$ cat src/rtl/st7735_pattern_source.sv
// rtl/st7735_pattern_source.sv - Raster test-pattern RGB565 pixel stream source for the ST7735 driver
module st7735_pattern_source #(
    parameter int WIDTH      = 160,
    parameter int HEIGHT     = 80,
    parameter int GAP_CYCLES = 16
) (
    input  logic                    SYSTEM_CLK,
    input  logic                    SYSTEM_RST,
    input  logic                    ENABLE,
    input  logic [1:0]              PATTERN,
    input  logic [15:0]             SOLID_COLOR,
    input  logic                    PIXEL_READY,
    output logic                    PIXEL_VALID,
    output logic [15:0]             PIXEL_DATA,
    output logic [$clog2(WIDTH):0]  PIXEL_X,
    output logic [$clog2(HEIGHT):0] PIXEL_Y,
    output logic                    FRAME_START,
    output logic                    FRAME_END,
    output logic [7:0]              FRAME_COUNT
);
    localparam int XW = $clog2(WIDTH) + 1;
    localparam int YW = $clog2(HEIGHT) + 1;
    localparam int BW = $clog2(WIDTH / 8) + 1;
    localparam int GW = $clog2(GAP_CYCLES) + 1;
    localparam logic [XW-1:0] X_LAST   = XW'(WIDTH - 1);
    localparam logic [YW-1:0] Y_LAST   = YW'(HEIGHT - 1);
    localparam logic [BW-1:0] BAR_LAST = BW'(WIDTH / 8 - 1);
    localparam logic [GW-1:0] GAP_LOAD = GW'(GAP_CYCLES - 1);

    typedef enum logic [1:0] {S_IDLE, S_STREAM, S_GAP} state_t;

    state_t        state, nxt_state;
    logic [1:0]    pat_q, nxt_pat;
    logic [15:0]   solid_q, nxt_solid;
    logic [BW-1:0] bar_cnt, nxt_bar_cnt;
    logic [2:0]    bar_idx, nxt_bar_idx;
    logic [GW-1:0] gap_cnt, nxt_gap_cnt;
    logic          nxt_valid, nxt_fs, nxt_fe;
    logic [15:0]   nxt_data;
    logic [XW-1:0] nxt_x;
    logic [YW-1:0] nxt_y;
    logic [7:0]    nxt_count;
    logic          load;

    // Colour of one pixel; bar index comes from the column-group counter, so no divider is needed.
    function automatic logic [15:0] pixel_of(input logic [1:0] pat, input logic [15:0] solid,
                                             input logic [XW-1:0] x, input logic [YW-1:0] y,
                                             input logic [2:0] bar);
        logic [15:0] xe, ye, px;
        xe = 16'(x);
        ye = 16'(y);
        case (pat)
            2'd0: px = solid;
            2'd1: begin
                case (bar)
                    3'd0:    px = 16'hFFFF;
                    3'd1:    px = 16'hFFE0;
                    3'd2:    px = 16'h07FF;
                    3'd3:    px = 16'h07E0;
                    3'd4:    px = 16'hF81F;
                    3'd5:    px = 16'hF800;
                    3'd6:    px = 16'h001F;
                    default: px = 16'h0000;
                endcase
            end
            2'd2:    px = {xe[7:3], ye[6:1], 5'b00000};
            default: px = (xe[3] ^ ye[3]) ? 16'h0000 : solid;
        endcase
        return px;
    endfunction

    // Next-state and next-output logic: frame load, raster advance on transfer, inter-frame gap.
    always_comb begin
        nxt_state   = state;
        nxt_pat     = pat_q;
        nxt_solid   = solid_q;
        nxt_bar_cnt = bar_cnt;
        nxt_bar_idx = bar_idx;
        nxt_gap_cnt = gap_cnt;
        nxt_valid   = PIXEL_VALID;
        nxt_data    = PIXEL_DATA;
        nxt_x       = PIXEL_X;
        nxt_y       = PIXEL_Y;
        nxt_fs      = FRAME_START;
        nxt_fe      = FRAME_END;
        nxt_count   = FRAME_COUNT;
        load        = 1'b0;
        case (state)
            S_IDLE: begin
                if (ENABLE) begin
                    load = 1'b1;
                end
            end
            S_STREAM: begin
                if (PIXEL_VALID && PIXEL_READY) begin
                    nxt_fs = 1'b0;
                    if (PIXEL_X == X_LAST && PIXEL_Y == Y_LAST) begin
                        nxt_valid   = 1'b0;
                        nxt_fe      = 1'b0;
                        nxt_count   = FRAME_COUNT + 8'd1;
                        nxt_gap_cnt = GAP_LOAD;
                        nxt_state   = S_GAP;
                    end else begin
                        if (PIXEL_X == X_LAST) begin
                            nxt_x       = '0;
                            nxt_y       = PIXEL_Y + YW'(1);
                            nxt_bar_cnt = '0;
                            nxt_bar_idx = 3'd0;
                        end else begin
                            nxt_x = PIXEL_X + XW'(1);
                            if (bar_cnt == BAR_LAST) begin
                                nxt_bar_cnt = '0;
                                nxt_bar_idx = bar_idx + 3'd1;
                            end else begin
                                nxt_bar_cnt = bar_cnt + BW'(1);
                            end
                        end
                        nxt_fe   = (nxt_x == X_LAST) && (nxt_y == Y_LAST);
                        nxt_data = pixel_of(pat_q, solid_q, nxt_x, nxt_y, nxt_bar_idx);
                    end
                end
            end
            S_GAP: begin
                if (gap_cnt == '0) begin
                    if (ENABLE) begin
                        load = 1'b1;
                    end else begin
                        nxt_state = S_IDLE;
                    end
                end else begin
                    nxt_gap_cnt = gap_cnt - GW'(1);
                end
            end
            default: nxt_state = S_IDLE;
        endcase
        if (load) begin
            nxt_state   = S_STREAM;
            nxt_pat     = PATTERN;
            nxt_solid   = SOLID_COLOR;
            nxt_bar_cnt = '0;
            nxt_bar_idx = 3'd0;
            nxt_x       = '0;
            nxt_y       = '0;
            nxt_valid   = 1'b1;
            nxt_fs      = 1'b1;
            nxt_fe      = 1'b0;
            nxt_data    = pixel_of(PATTERN, SOLID_COLOR, '0, '0, 3'd0);
        end
    end

    // State and registered outputs; reset aborts any frame in flight.
    always_ff @(posedge SYSTEM_CLK or posedge SYSTEM_RST) begin
        if (SYSTEM_RST) begin
            state       <= S_IDLE;
            pat_q       <= '0;
            solid_q     <= '0;
            bar_cnt     <= '0;
            bar_idx     <= '0;
            gap_cnt     <= '0;
            PIXEL_VALID <= 1'b0;
            PIXEL_DATA  <= '0;
            PIXEL_X     <= '0;
            PIXEL_Y     <= '0;
            FRAME_START <= 1'b0;
            FRAME_END   <= 1'b0;
            FRAME_COUNT <= '0;
        end else begin
            state       <= nxt_state;
            pat_q       <= nxt_pat;
            solid_q     <= nxt_solid;
            bar_cnt     <= nxt_bar_cnt;
            bar_idx     <= nxt_bar_idx;
            gap_cnt     <= nxt_gap_cnt;
            PIXEL_VALID <= nxt_valid;
            PIXEL_DATA  <= nxt_data;
            PIXEL_X     <= nxt_x;
            PIXEL_Y     <= nxt_y;
            FRAME_START <= nxt_fs;
            FRAME_END   <= nxt_fe;
            FRAME_COUNT <= nxt_count;
        end
    end
endmodule

$ cat config.mk
export PLATFORM = sky130hd
export DESIGN_NAME = st7735_pattern_source
export DESIGN_NICKNAME = d
export VERILOG_FILES = /design/src/rtl/st7735_pattern_source.sv
export SDC_FILE = /design/constraint.sdc
export NUM_CORES = 1
export LEC_CHECK = 0
export ABC_AREA = 1
export BUFFER_PORTS_ARGS = -buffer_cell sky130_fd_sc_hd__buf_4
export CAP_MARGIN = 20
export CORE_MARGIN = 2
export CORE_UTILIZATION = 55
export DETAILED_ROUTE_END_ITERATION = 12
export GPL_TIMING_DRIVEN = 0
export PLACE_DENSITY = 0.88
export SYNTH_ARGS = -nofsm -noshare
export SYNTH_HDL_FRONTEND = slang
export SYNTH_SLANG_ARGS = --single-unit
$ cat constraint.sdc
create_clock -name SYSTEM_CLK -period 3.1 [get_ports SYSTEM_CLK]
set_input_delay 0.465 -clock SYSTEM_CLK [delete_from_list [all_inputs] [get_ports SYSTEM_CLK]]
set_output_delay 0.465 -clock SYSTEM_CLK [all_outputs]
set_load 0.005 [all_outputs]
==> results of run 1 <==
==> cells in the final DEF (no fill, tap or decap), drive strengths merged, types with 2 or more instances in the layout <==
cell type	instances
a21oi	21
a31oi	2
buf	75
bufinv	2
clkbuf	17
dfrtp	78
ha	9
inv	77
nand2	151
nand3	62
nand3b	2
nand4	13
nor2	72
nor3	12
o21ai	53
o22ai	12
or2	2
xnor2	4
xor2	7
==> final timing paths <==
| kind | from | to | slack, ns | cells after the start |
|---|---|---|---|---|
| worst max register to register | PIXEL_X[1] | bar_idx[1] | 1.00 | 9 |
| min in group SYSTEM_CLK | PATTERN[0] | pat_q[0] | 0.34 | 3 |
| worst max-delay path | PIXEL_X[1] | bar_idx[1] | 1.00 | 9 |
| worst min-delay path | SYSTEM_RST | FRAME_COUNT[5] | 0.12 | 2 |
| max in group asynchronous | SYSTEM_RST | PIXEL_DATA[5] | 2.39 | 3 |
| worst min register to register | solid_q[0] | solid_q[0] | 0.50 | 2 |
==> worst max-delay path, cell delays in order, from the launching register on <==
cell	delay (ns)
dfrtp_1	0.46
ha_1	0.23
nand2_2	0.09
nor2_2	0.22
nand2_2	0.13
nor2_1	0.15
nand3_1	0.13
nand2_2	0.17
buf_2	0.26
o22ai_1	0.13
==> routing by layer <==
layer / vias to the layer above / track usage (%) / part of all wire (%)
met4: 0 / 15.9 / 3.8
met1: 2094 / 38.7 / 40
met3: 39 / 3.69 / 8.0
met5: - / 0 / 0
met2: 234 / 43.9 / 48
li1: 2091 / - / -
==> Yosys cell counts, drive strengths merged <==
cell type,n,area (um2)
and2,1,6.26
o22ai,12,75.1
ha,9,113
buf,9,62.6
nor2,72,304
nand3b,2,15.0
clkbuf,5,18.8
a31oi,2,12.5
inv,76,285
or2,2,12.5
dfrtp,78,1950
nor3,12,76.3
o21bai,1,7.51
nand4,13,81.3
xor2,7,61.3
nand3,62,333
clkinv,1,5.00
a32o,1,10.0
o21ai,53,273
nand2,151,609
a22o,1,8.76
xnor2,4,35.0
a21oi,21,105
==> area by class of cell <==
type | instances | area, um2
fillers | 603 | 2470
multi-input cells | 426 | 2140
flip-flops and latches | 78 | 1950
repair buffers | 66 | 508
inverters | 77 | 293
clock buffers | 12 | 165
well taps | 102 | 128
plain buffers | 14 | 81.3
clock inverters | 4 | 76.3
==> flip-flops by register name, summed over array words and instances, names as in the netlist, 2 cells and up <==
register,count
PIXEL_DATA,16
solid_q,16
state,2
PIXEL_X,9
pat_q,2
gap_cnt,5
FRAME_COUNT,8
bar_cnt,6
bar_idx,3
PIXEL_Y,8
==> cells by family after synthesis <==
kind of cell | share of synthesized area [%]
buffers and inverters | 8.33
AOI/OAI and AO/OA | 11.0
xor gates and xnor gates | 2.16
DFF | 43.7
and+or+nand+nor | 32.2
adders and majority gates | 2.52
==> power groups by stage <==
stage          Sequential, mW  Clock (mW)  Combinational [mW]
4_1_cts                  1.57       0.922                1.75
3_3_place_gp             1.56           0                1.68
6_report                 1.58       0.919                1.78
5_1_grt                  1.61       0.963                2.00
3_5_place_dp             1.58           0                1.73
2_1_floorplan            1.55           0                1.11
==> stage by stage <==
step                      cell area, um2  std cells  hold slack [ns]  utilization (%)  TNS (ns)
after CTS                           5340        779            0.139             68.4         0
final                               5340        779            0.122             68.4         0
after detailed placement            5100        763            0.483             65.3         0
after global routing                5340        779            0.159             68.4         0
after floorplan                     4460        595            0.454                -         0
after global placement              5080        762            0.468             65.0    -21.86
==> key figures, run 1 <==
Run status
  – Outcome: completed

Timing
  – Final Hold Fails: 0
  – Max Clock Skew: 0.00951 ns
  – RSZ-0062 raised after global routing: false
  – Worst slew pin tran: about 0.58 ns
  – Relative slew slack: 61.4%
  – Worst setup margin: 1.00 ns
  – Maximum clock rate: between 400 and 500 MHz
  – Slew Limit Fails: 0
  – Fin crit share: 67.6%
  – Fin crit period: 2.10 ns
  – Endpoints failing setup: 0

Power
  – Combinational fraction of design power: 41.6%
  – P_leak: approximately 2.8 nW
  – P per Cell Area: 800 mW/mm2
  – Sequential share of power: 36.9%
  – Internal power: between 2 and 3 mW
  – Clock power share: 21.5%
  – Worst ir drop on vdd: 0.499 mV
  – Total power draw: 4.28 mW
  – Net Switching: 1.74 mW
  – Switching share of total power: 40.7%

Floorplanning
  – # rows: 32
  – CORE AREA: 0.00781 mm2
  – Die area: 0.00885 mm2
  – Initial Utilization: 57.1%
  – I/O Pins: 66
  – Die X-Extent: 94.1 um
  – Die Span Y: 94.1 um

Synthesis
  – Synthesized area: around 0.0045 mm2
  – Synthesized area per cell: 7.50 um2
  – Unique cell type count in the Yosys netlist: 38
  – #FFs+latches synth: between 70 and 80
  – Post-Syn Instances: between 500 and 600
  – Yosys warning total: 0
  – Syn_nets: 626
  – Sequential element share of the synthesized area: 43.7%

Layout
  – # diodes: 0
  – Nets: 703
  – Layout area overhead: 19.7%
  – Share of cells above drive strength 1: 18.9%

Route
  – Final ANT Viol Nets: 0
  – Vias/cell: 5.72
  – Drt first-iter violations: between 400 and 500
  – Vias: 4458
  – Pre-antenna DRT Iters: 5
  – Drt total wl: 11.7 mm
  – Routed len/inst: roughly 15 um
  – DRC: 0

Placed design
  – DP Worst Slack: 1.03 ns
  – Hpwl dp: 8.56 mm
  – Final GP Congestion: about 0.93
  – Port bufs: 65

Clock tree
  – Hold_buf cts: 0
  – Post CTS Setup Buffer Count: 0
  – Clk sink count: 78
  – CTS root buffer: clkbuf_8
  – Worst-Skew Late Latency: between 0.3 and 0.4 ns
  – H-Tree Depth: 3
  – Clock buffer depth: 2
  – Post-CTS sizing: 0
  – TritonCTS Buffers: 9
  – CTS tree: done
  – Worst-path clk slew: roughly 0.090 ns

Setup path
  – Worst endpoint data arrival time: about 2.3 ns
  – Kind of critical path: flop to flop
  – Worst setup SP type: flop
  – Worst Setup End Kind: flop
  – Worst Path Required: 3.34 ns
  – Maximum fanout along the worst path: 10

GRT
  – Initial antenna violation count: 0
  – Final global-route overflow total: 0
  – First-pass GRT wire length: a little under 20 mm
  – Vias in the first global route: 4263
  – Largest net degree at the start of global routing: 43
  – Gr usage total: between 20% and 30%

Worst hold path
  – HP Class: input port to async pin

Run
  – Max-cap viol count: 0
Note: power is estimated with default switching activity, not from simulation.
==> run 2, diff against run 1 <==
--- a/config.mk
+++ b/config.mk
@@ -5,14 +5,14 @@
 export SDC_FILE = /design/constraint.sdc
 export NUM_CORES = 1
 export LEC_CHECK = 0
-export ABC_AREA = 1
+export ABC_AREA = 0
 export BUFFER_PORTS_ARGS = -buffer_cell sky130_fd_sc_hd__buf_4
 export CAP_MARGIN = 20
 export CORE_MARGIN = 2
-export CORE_UTILIZATION = 55
+export CORE_UTILIZATION = 52
 export DETAILED_ROUTE_END_ITERATION = 12
 export GPL_TIMING_DRIVEN = 0
-export PLACE_DENSITY = 0.88
+export PLACE_DENSITY = 0.87
 export SYNTH_ARGS = -nofsm -noshare
 export SYNTH_HDL_FRONTEND = slang
 export SYNTH_SLANG_ARGS = --single-unit
==> constraint.sdc (replaced) <==
create_clock -name SYSTEM_CLK -period 1.8 [get_ports SYSTEM_CLK]
set_input_delay 0.27 -clock SYSTEM_CLK [delete_from_list [all_inputs] [get_ports SYSTEM_CLK]]
set_output_delay 0.27 -clock SYSTEM_CLK [all_outputs]
set_load 0.005 [all_outputs]
==> key figures, run 2 <==
GRT
  – Initial antenna violation count: 0 (unchanged)
  – Met1 usage: 41.8% (+3.1 points)
  – Gr usage total: 33.3% (+5.0 points)
  – Met2 usage: 52.8% (+8.9 points)
  – Vias in the first global route: 4827 (+13%)
  – Largest net degree at the start of global routing: 41 (-4.7%)
  – Global-route layer with the greatest usage: met2
  – Global-route met3 utilization: 7.19% (+3.5 points)
  – Final global-route overflow total: 0 (unchanged)
  – First-pass GRT wire length: 25.3 mm (+30%)

Run status
  – Outcome: finished, violations left
  – Failing checks: setup timing

Setup path
  – CP Capture Point: PIXEL_X[3]
  – Worst endpoint data arrival time: 2.77 ns (+0.44 ns)
  – CP Cell Sequence: or4b_4 -> nor2_4 -> buf_6 -> a31o_1 -> buf_6 -> buf_4 -> nor2_1 -> a21oi_1 -> nor2_1
  – CP delay by family, top: simple AND/OR/NAND/NOR gates
  – CP max stage delay: 0.61 ns (+0.15 ns)
  – Worst setup SP type: flop
  – CP max stage cell: or4b_4
  – Worst reg2reg path startpoint: PIXEL_X[5]
  – CP bufs+invs: 3 (+2)
  – Kind of critical path: flop to flop
  – Worst Path Required: 2.08 ns (-1.26 ns)
  – Critical Path Start: PIXEL_X[5]
  – Flop-to-flop setup slack: -0.69 ns (-1.69 ns)
  – R2r worst-path depth: 9 (unchanged)
  – Maximum fanout along the worst path: 10 (unchanged)
  – Worst Setup End Kind: flop
  – Critical R2R Capture: PIXEL_X[3]
  – Critical path depth in cells: 9 (unchanged)

Layout
  – Post-Layout Cell Count: 768 (-1.4%)
  – Nets: 686 (-2.4%)
  – Filler cells: 483 (-20%)
  – Layout area overhead: 44.8%
  – Most frequent cells in the layout: buf_4 (122), nand2_1 (71), dfrtp_1 (69)
  – Util after Layout: 76.8% (+8.4 points)
  – Share of cells above drive strength 1: 41.7% (+23 points)
  – Largest registers: PIXEL_DATA x16, solid_q x16, PIXEL_X x9
  – Most common cell after layout, fill and taps aside: buf_4
  – Post-layout instance area: 0.00660 mm2 (+24%)
  – # diodes: 0 (unchanged)

Clock tree
  – Clk sink count: 78 (unchanged)
  – H-Tree Depth: 3 (unchanged)
  – TritonCTS Buffers: 9 (unchanged)
  – Clock buffer depth: 2 (unchanged)
  – CTS root buffer: clkbuf_8
  – Worst-Skew Late Latency: 0.39 ns (+0.03 ns)
  – Hold_buf cts: 0 (unchanged)
  – CTS tree: done
  – Worst-path clk slew: 0.10 ns (about the same)

Synthesis
  – Synth Area in Adders: 2.47% (-0.052 points)
  – Synthesized area per cell: 8.86 um2 (+18%)
  – Largest family of logic cells by synthesized area: simple AND/OR/NAND/NOR gates
  – XOR/XNOR Fraction of Synth Area: 4.61% (+2.5 points)
  – Main area contributors after synthesis: dfrtp_1 (43%), nand2_1 (7.7%), nor2_1 (4.0%)
  – #FFs+latches synth: 78 (unchanged)
  – EDFF count, synth: 0 (unchanged)
  – Most common cell in the netlist: nand2_1
  – Synthesized area: 0.00456 mm2 (+2.1%)
  – Sequential element share of the synthesized area: 42.8% (-0.90 points)
  – Synth Area in Simple Gates: 24.5% (-7.7 points)
  – Mux share of post-synthesis cell area: 0.439% (+0.44 points)
  – Synth Area in Compound Gates: 20.6% (+9.6 points)
  – Post-synth top area share: 42.8% (-0.90 points)
  – Unique cell type count in the Yosys netlist: 72 (+89%)
  – Leading register cell type out of synthesis: dfrtp_1
  – Fraction of synthesis flops using an asynchronous set or reset pin: 100% (unchanged)
  – Synth area leader: dfrtp_1
  – Syn_nets: 545 (-13%)
  – Post-Syn Instances: 514 (-14%)
  – Top post-synthesis cells by count: nand2_1 (93), dfrtp_1 (78), nor2_1 (48)
  – Yosys warning total: 0 (unchanged)

Route
  – Final ANT Viol Nets: 0 (unchanged)
  – Pre-antenna DRT Iters: 7 (+2)
  – Drt total wl: 19.6 mm (+67%)
  – Vias: 5416 (+21%)
  – Routed len/inst: 25.5 um (+69%)
  – DRC: 0 (unchanged)
  – Vias/cell: 7.05 (+23%)
  – Drt first-iter violations: 874 (+76%)

Floorplanning
  – CORE AREA: 0.00859 mm2 (+10%)
  – Die Span Y: 97.6 um (+3.8%)
  – Initial Utilization: 53.0% (-4.1 points)
  – # rows: 34 (+6.3%)
  – Die area: 0.00953 mm2 (+7.6%)
  – I/O Pins: 66 (unchanged)
  – Die X-Extent: 97.6 um (+3.8%)

Timing
  – Final Hold Fails: 0 (unchanged)
  – Setup_tns: -28.56 ns (-28.56 ns)
  – Relative slew slack: 39.3% (-22 points)
  – Worst slew pin tran: 0.908 ns (+0.331 ns)
  – RSZ-0062 raised after global routing: true
  – Max Clock Skew: 0.0169 ns (+0.00741 ns)
  – Fin crit period: 2.49 ns (+0.391 ns)
  – Worst setup margin: -0.688 ns (-1.69 ns)
  – Endpoints failing setup: 75 (+75)
  – Slew Limit Fails: 0 (unchanged)
  – Fin crit share: 138% (+71 points)
  – Maximum clock rate: 402 MHz (-16%)
  – Hold WS: 0.0559 ns (-0.0664 ns)

Placed design
  – Placed Instances: 688 (-9.8%)
  – Final GP Congestion: 0.962 (+3.2%)
  – DP Worst Slack: -0.692 ns (-1.72 ns)
  – Hpwl dp: 9.12 mm (+6.6%)
  – Port bufs: 65 (unchanged)
  – Post-Place Cell Area: 0.00528 mm2 (+3.6%)

Power
  – P_leak: 3.09 nW (+12%)
  – P per Cell Area: 966 mW/mm2 (+21%)
  – Total power draw: 6.37 mW (+49%)
  – Worst ir drop on vdd: 0.812 mV (+63%)

Worst hold path
  – HP Class: input port to async pin

Run
  – Max-cap viol count: 0 (unchanged)
[run 2: cell count changes in the layout (fill, tap and decap cells not counted), sizes merged, moves of 6 or more]
cell | previous run | this run
inv | 77 | 16
and3 | 0 | 13
o31ai | 0 | 8
nand2 | 151 | 93
nor2 | 72 | 50
xor2 | 7 | 13
nand3 | 62 | 21
o21ai | 53 | 47
buf | 75 | 148
o22ai | 12 | 1
a21oi | 21 | 30
xnor2 | 4 | 11
[run 2: logic make-up (layout without fill, tap and decap cells)]
kind of cell,after synthesis,in the layout
compound gates,138,139
xor+xnor,24,24
fa+ha+maj,9,9
buf+inv,43,188
flops,78,78
mux,2,2
simple gates,220,220
[run 2: worst min-delay path by stage]
| stage | start | end | depth (start not counted) |
|---|---|---|---|
| 2_1_floorplan | SOLID_COLOR[10] | solid_q[10] | 2 |
| 3_3_place_gp | solid_q[0] | solid_q[0] | 2 |
| 3_5_place_dp | solid_q[4] | solid_q[4] | 2 |
| 4_1_cts | SOLID_COLOR[6] | solid_q[6] | 3 |
| 5_1_grt | SOLID_COLOR[1] | solid_q[1] | 3 |
| 6_report | SYSTEM_RST | PIXEL_X[5] | 2 |
[run 2: metal layers]
layer / wire [um] / vias to the layer above
met5: 0 / -
met4: 1630 / 0
met3: 2620 / 194
met2: 8660 / 598
met1: 6670 / 2499
li1: - / 2125
[run 2: repair_timing]
item                                    4_1_cts  5_1_grt
endpoints found under the setup margin       78       78
gates cloned                                  3        2
hold endpoints to repair                      0        0
pin swaps                                    24       52
buffers inserted                             34       33
resized for setup                            67       82
[run 2: power breakdown]
| part | total [mW] | leakage [nW] | internal [mW] | switching (mW) |
|---|---|---|---|---|
| clock network | 1.64 | 0.117 | 0.805 | 0.837 |
| registers | 2.40 | 0.999 | 2.09 | 0.312 |
| logic | 2.33 | 1.98 | 1.00 | 1.33 |
[run 2: area by class of cell]
class	instances	area (um2)	share of cell area, %
Inverter	13	52.6	0.797
Buffer	23	224	3.39
Multi-Input combinational cell	394	2850	43.2
Timing Repair Buffer	136	1150	17.4
Tap cell	108	135	2.05
Sequential cell	78	1960	29.8
Clock buffer	9	124	1.88
Clock inverter	7	103	1.56
==> run 3, diff against run 2 <==
--- a/config.mk
+++ b/config.mk
@@ -6,10 +6,11 @@
 export NUM_CORES = 1
 export LEC_CHECK = 0
 export ABC_AREA = 0
-export BUFFER_PORTS_ARGS = -buffer_cell sky130_fd_sc_hd__buf_4
+export BUFFER_PORTS_ARGS = -buffer_cell sky130_fd_sc_hd__buf_2
 export CAP_MARGIN = 20
 export CORE_MARGIN = 2
 export CORE_UTILIZATION = 52
+export CTS_CLUSTER_SIZE = 40
 export DETAILED_ROUTE_END_ITERATION = 12
 export GPL_TIMING_DRIVEN = 0
 export PLACE_DENSITY = 0.87
==> key figures, run 3 (synthesis gave the netlist of run 2 again) <==
Layout
  – Most frequent cells in the layout: dfrtp_1 (68), nand2_1 (66), buf_2 (65)
  – Multi-input gate area: 0.00307 mm2 (+7.7%)
  – Layout area overhead: 46.3%
  – Post-Layout Cell Count: 767 (-0.13%)
  – Most common cell after layout, fill and taps aside: dfrtp_1
  – Filler cells: 470 (-2.7%)
  – FF+latch area: 0.00196 mm2 (about the same)
  – # diodes: 0 (unchanged)
  – Share of cells above drive strength 1: 47.0% (+5.4 points)
  – Post-layout instance area: 0.00667 mm2 (+1.0%)
  – Nets: 686 (unchanged)
  – Largest registers: PIXEL_DATA x16, solid_q x16, PIXEL_X x9

Power
  – P per Cell Area: 930 mW/mm2 (-3.7%)
  – P_leak: 3.07 nW (-0.78%)
  – Total power draw: 6.20 mW (-2.8%)
  – Worst ir drop on vdd: 0.840 mV (+3.4%)

Route
  – Drt first-iter violations: 709 (-19%)
  – DRC: 0 (unchanged)
  – Routed len/inst: 26.3 um (+3.0%)
  – Vias: 5512 (+1.8%)
  – Drt total wl: 20.1 mm (+2.9%)
  – Final ANT Viol Nets: 0 (unchanged)
  – Pre-antenna DRT Iters: 7 (unchanged)
  – Vias/cell: 7.19 (+1.9%)

Floorplanning
  – # rows: 34 (unchanged)
  – Die area: 0.00953 mm2 (unchanged)
  – I/O Pins: 66 (unchanged)
  – Initial Utilization: 53.0% (unchanged)
  – Die Span Y: 97.6 um (unchanged)
  – CORE AREA: 0.00859 mm2 (unchanged)
  – Die X-Extent: 97.6 um (unchanged)

Timing
  – Endpoints failing setup: 78 (+4.0%)
  – Fin crit period: 2.41 ns (-0.0752 ns)
  – Worst setup margin: -0.612 ns (+0.0752 ns)
  – Max Clock Skew: 0.0207 ns (+0.00380 ns)
  – Final Hold Fails: 0 (unchanged)
  – Slew Limit Fails: 0 (unchanged)
  – Maximum clock rate: 415 MHz (+3.1%)
  – Fin crit share: 134% (-4.2 points)
  – Worst slew pin tran: 0.825 ns (-0.0827 ns)
  – RSZ-0062 raised after global routing: true
  – Relative slew slack: 44.9% (+5.5 points)

Clock tree
  – Worst-Skew Late Latency: 0.38 ns (about the same)
  – H-Tree Depth: 3 (unchanged)
  – Hold_buf cts: 0 (unchanged)
  – Clk sink count: 78 (unchanged)
  – CTS root buffer: clkbuf_8
  – Worst-path clk slew: 0.10 ns (about the same)
  – TritonCTS Buffers: 9 (unchanged)
  – Clock buffer depth: 2 (unchanged)
  – CTS tree: done

GRT
  – Vias in the first global route: 4893 (+1.4%)
  – First-pass GRT wire length: 26.4 mm (+4.6%)
  – Final global-route overflow total: 0 (unchanged)
  – Initial antenna violation count: 1 (+1)
  – Gr usage total: 35.1% (+1.8 points)
  – Largest net degree at the start of global routing: 44 (+7.3%)

Setup path
  – R2r worst-path depth: 9 (unchanged)
  – Critical R2R Capture: PIXEL_DATA[14]
  – Flop-to-flop setup slack: -0.61 ns (+0.08 ns)
  – Worst Path Required: 2.05 ns (-0.03 ns)
  – Worst setup SP type: flop
  – Maximum fanout along the worst path: 8 (-2)
  – Worst Setup End Kind: flop
  – Worst reg2reg path startpoint: PIXEL_X[0]
  – Worst endpoint data arrival time: 2.66 ns (-0.11 ns)
  – Kind of critical path: flop to flop

Run status
  – Failing checks: setup timing
  – Outcome: finished, violations left

Worst hold path
  – HP Class: input port to async pin

Placed design
  – Hpwl dp: 9.06 mm (-0.73%)
  – Final GP Congestion: 0.932 (-3.2%)
  – Post-Place Cell Area: 0.00512 mm2 (-3.1%)
  – Port bufs: 65 (unchanged)
  – Placed Instances: 688 (unchanged)

Run
  – Max-cap viol count: 0 (unchanged)
[run 3: cell types whose count changed in the layout (fill, tap and decap cells not counted), sizes merged]
cell,delta
clkinvlp,+1
bufinv,-1
clkbuf,-1
inv,-3
a31oi,-1
buf,+2
clkinv,+2
[run 3: per-stage QoR]
step	util [%]	setup WS [ns]	TNS (ns)	hold WS, ns
finish	77.6	-0.612	-29.17	0.0314
global route	77.6	-0.640	-33.67	0.0814
CTS	71.5	-0.463	-22.24	0.0750
detailed placement	59.6	-0.729	-39.78	0.451
global placement	59.3	-0.687	-32.67	0.443
floorplan	-	-0.341	-10.25	0.375
[run 3: repair_timing]
item / 4_1_cts / 5_1_grt
endpoints found under the setup margin: 78 / 78
cloned: 4 / 0
resized for setup: 123 / 103
pin swaps: 41 / 28
buffers inserted: 47 / 27
[run 3: layout make-up]
cell class | count | area share, %
multi-input combinational | 393 | 46.0
buffer | 21 | 2.76
clock buffer | 9 | 1.86
tap | 108 | 2.03
clock inverter | 6 | 0.920
timing repair buffer | 139 | 16.1
inverter | 13 | 0.788
sequential | 78 | 29.5
[run 3: worst max-delay path, stage by stage (launching register included)]
cell and delay (ns):
dfrtp_2 0.45, ha_4 0.20, nand4_4 0.14, buf_6 0.14, buf_4 0.12, nor3_4 0.05, a211o_4 0.35, a31oi_4 0.42
nor3_2 0.07, a311o_1 0.35
[run 3: worst max-delay path by stage]
| stage | startpoint | to | slack, ns |
|---|---|---|---|
| 6_report | PIXEL_X[0] | PIXEL_DATA[14] | -0.61 |
| 5_1_grt | PIXEL_X[8] | bar_cnt[1] | -0.64 |
| 4_1_cts | PIXEL_X[1] | FRAME_END | -0.46 |
| 3_5_place_dp | PIXEL_Y[5] | PIXEL_X[5] | -0.73 |
| 3_3_place_gp | PIXEL_X[8] | PIXEL_X[5] | -0.69 |
| 2_1_floorplan | PIXEL_X[8] | PIXEL_DATA[6] | -0.34 |
[run 3: metal layers]
metal | vias up | GRT usage (%) | wire, um
li1 | 2112 | - | -
met1 | 2541 | 45.4 | 6610
met2 | 642 | 55.2 | 8890
met3 | 215 | 5.76 | 2700
met4 | 2 | 21.9 | 1940
met5 | - | 0 | 11
[run 3: power breakdown]
part	internal (mW)	total (mW)	switching (mW)
clock	0.632	1.39	0.757
sequential	2.09	2.43	0.337
combinational	0.976	2.38	1.41
total	3.70	6.20	2.50
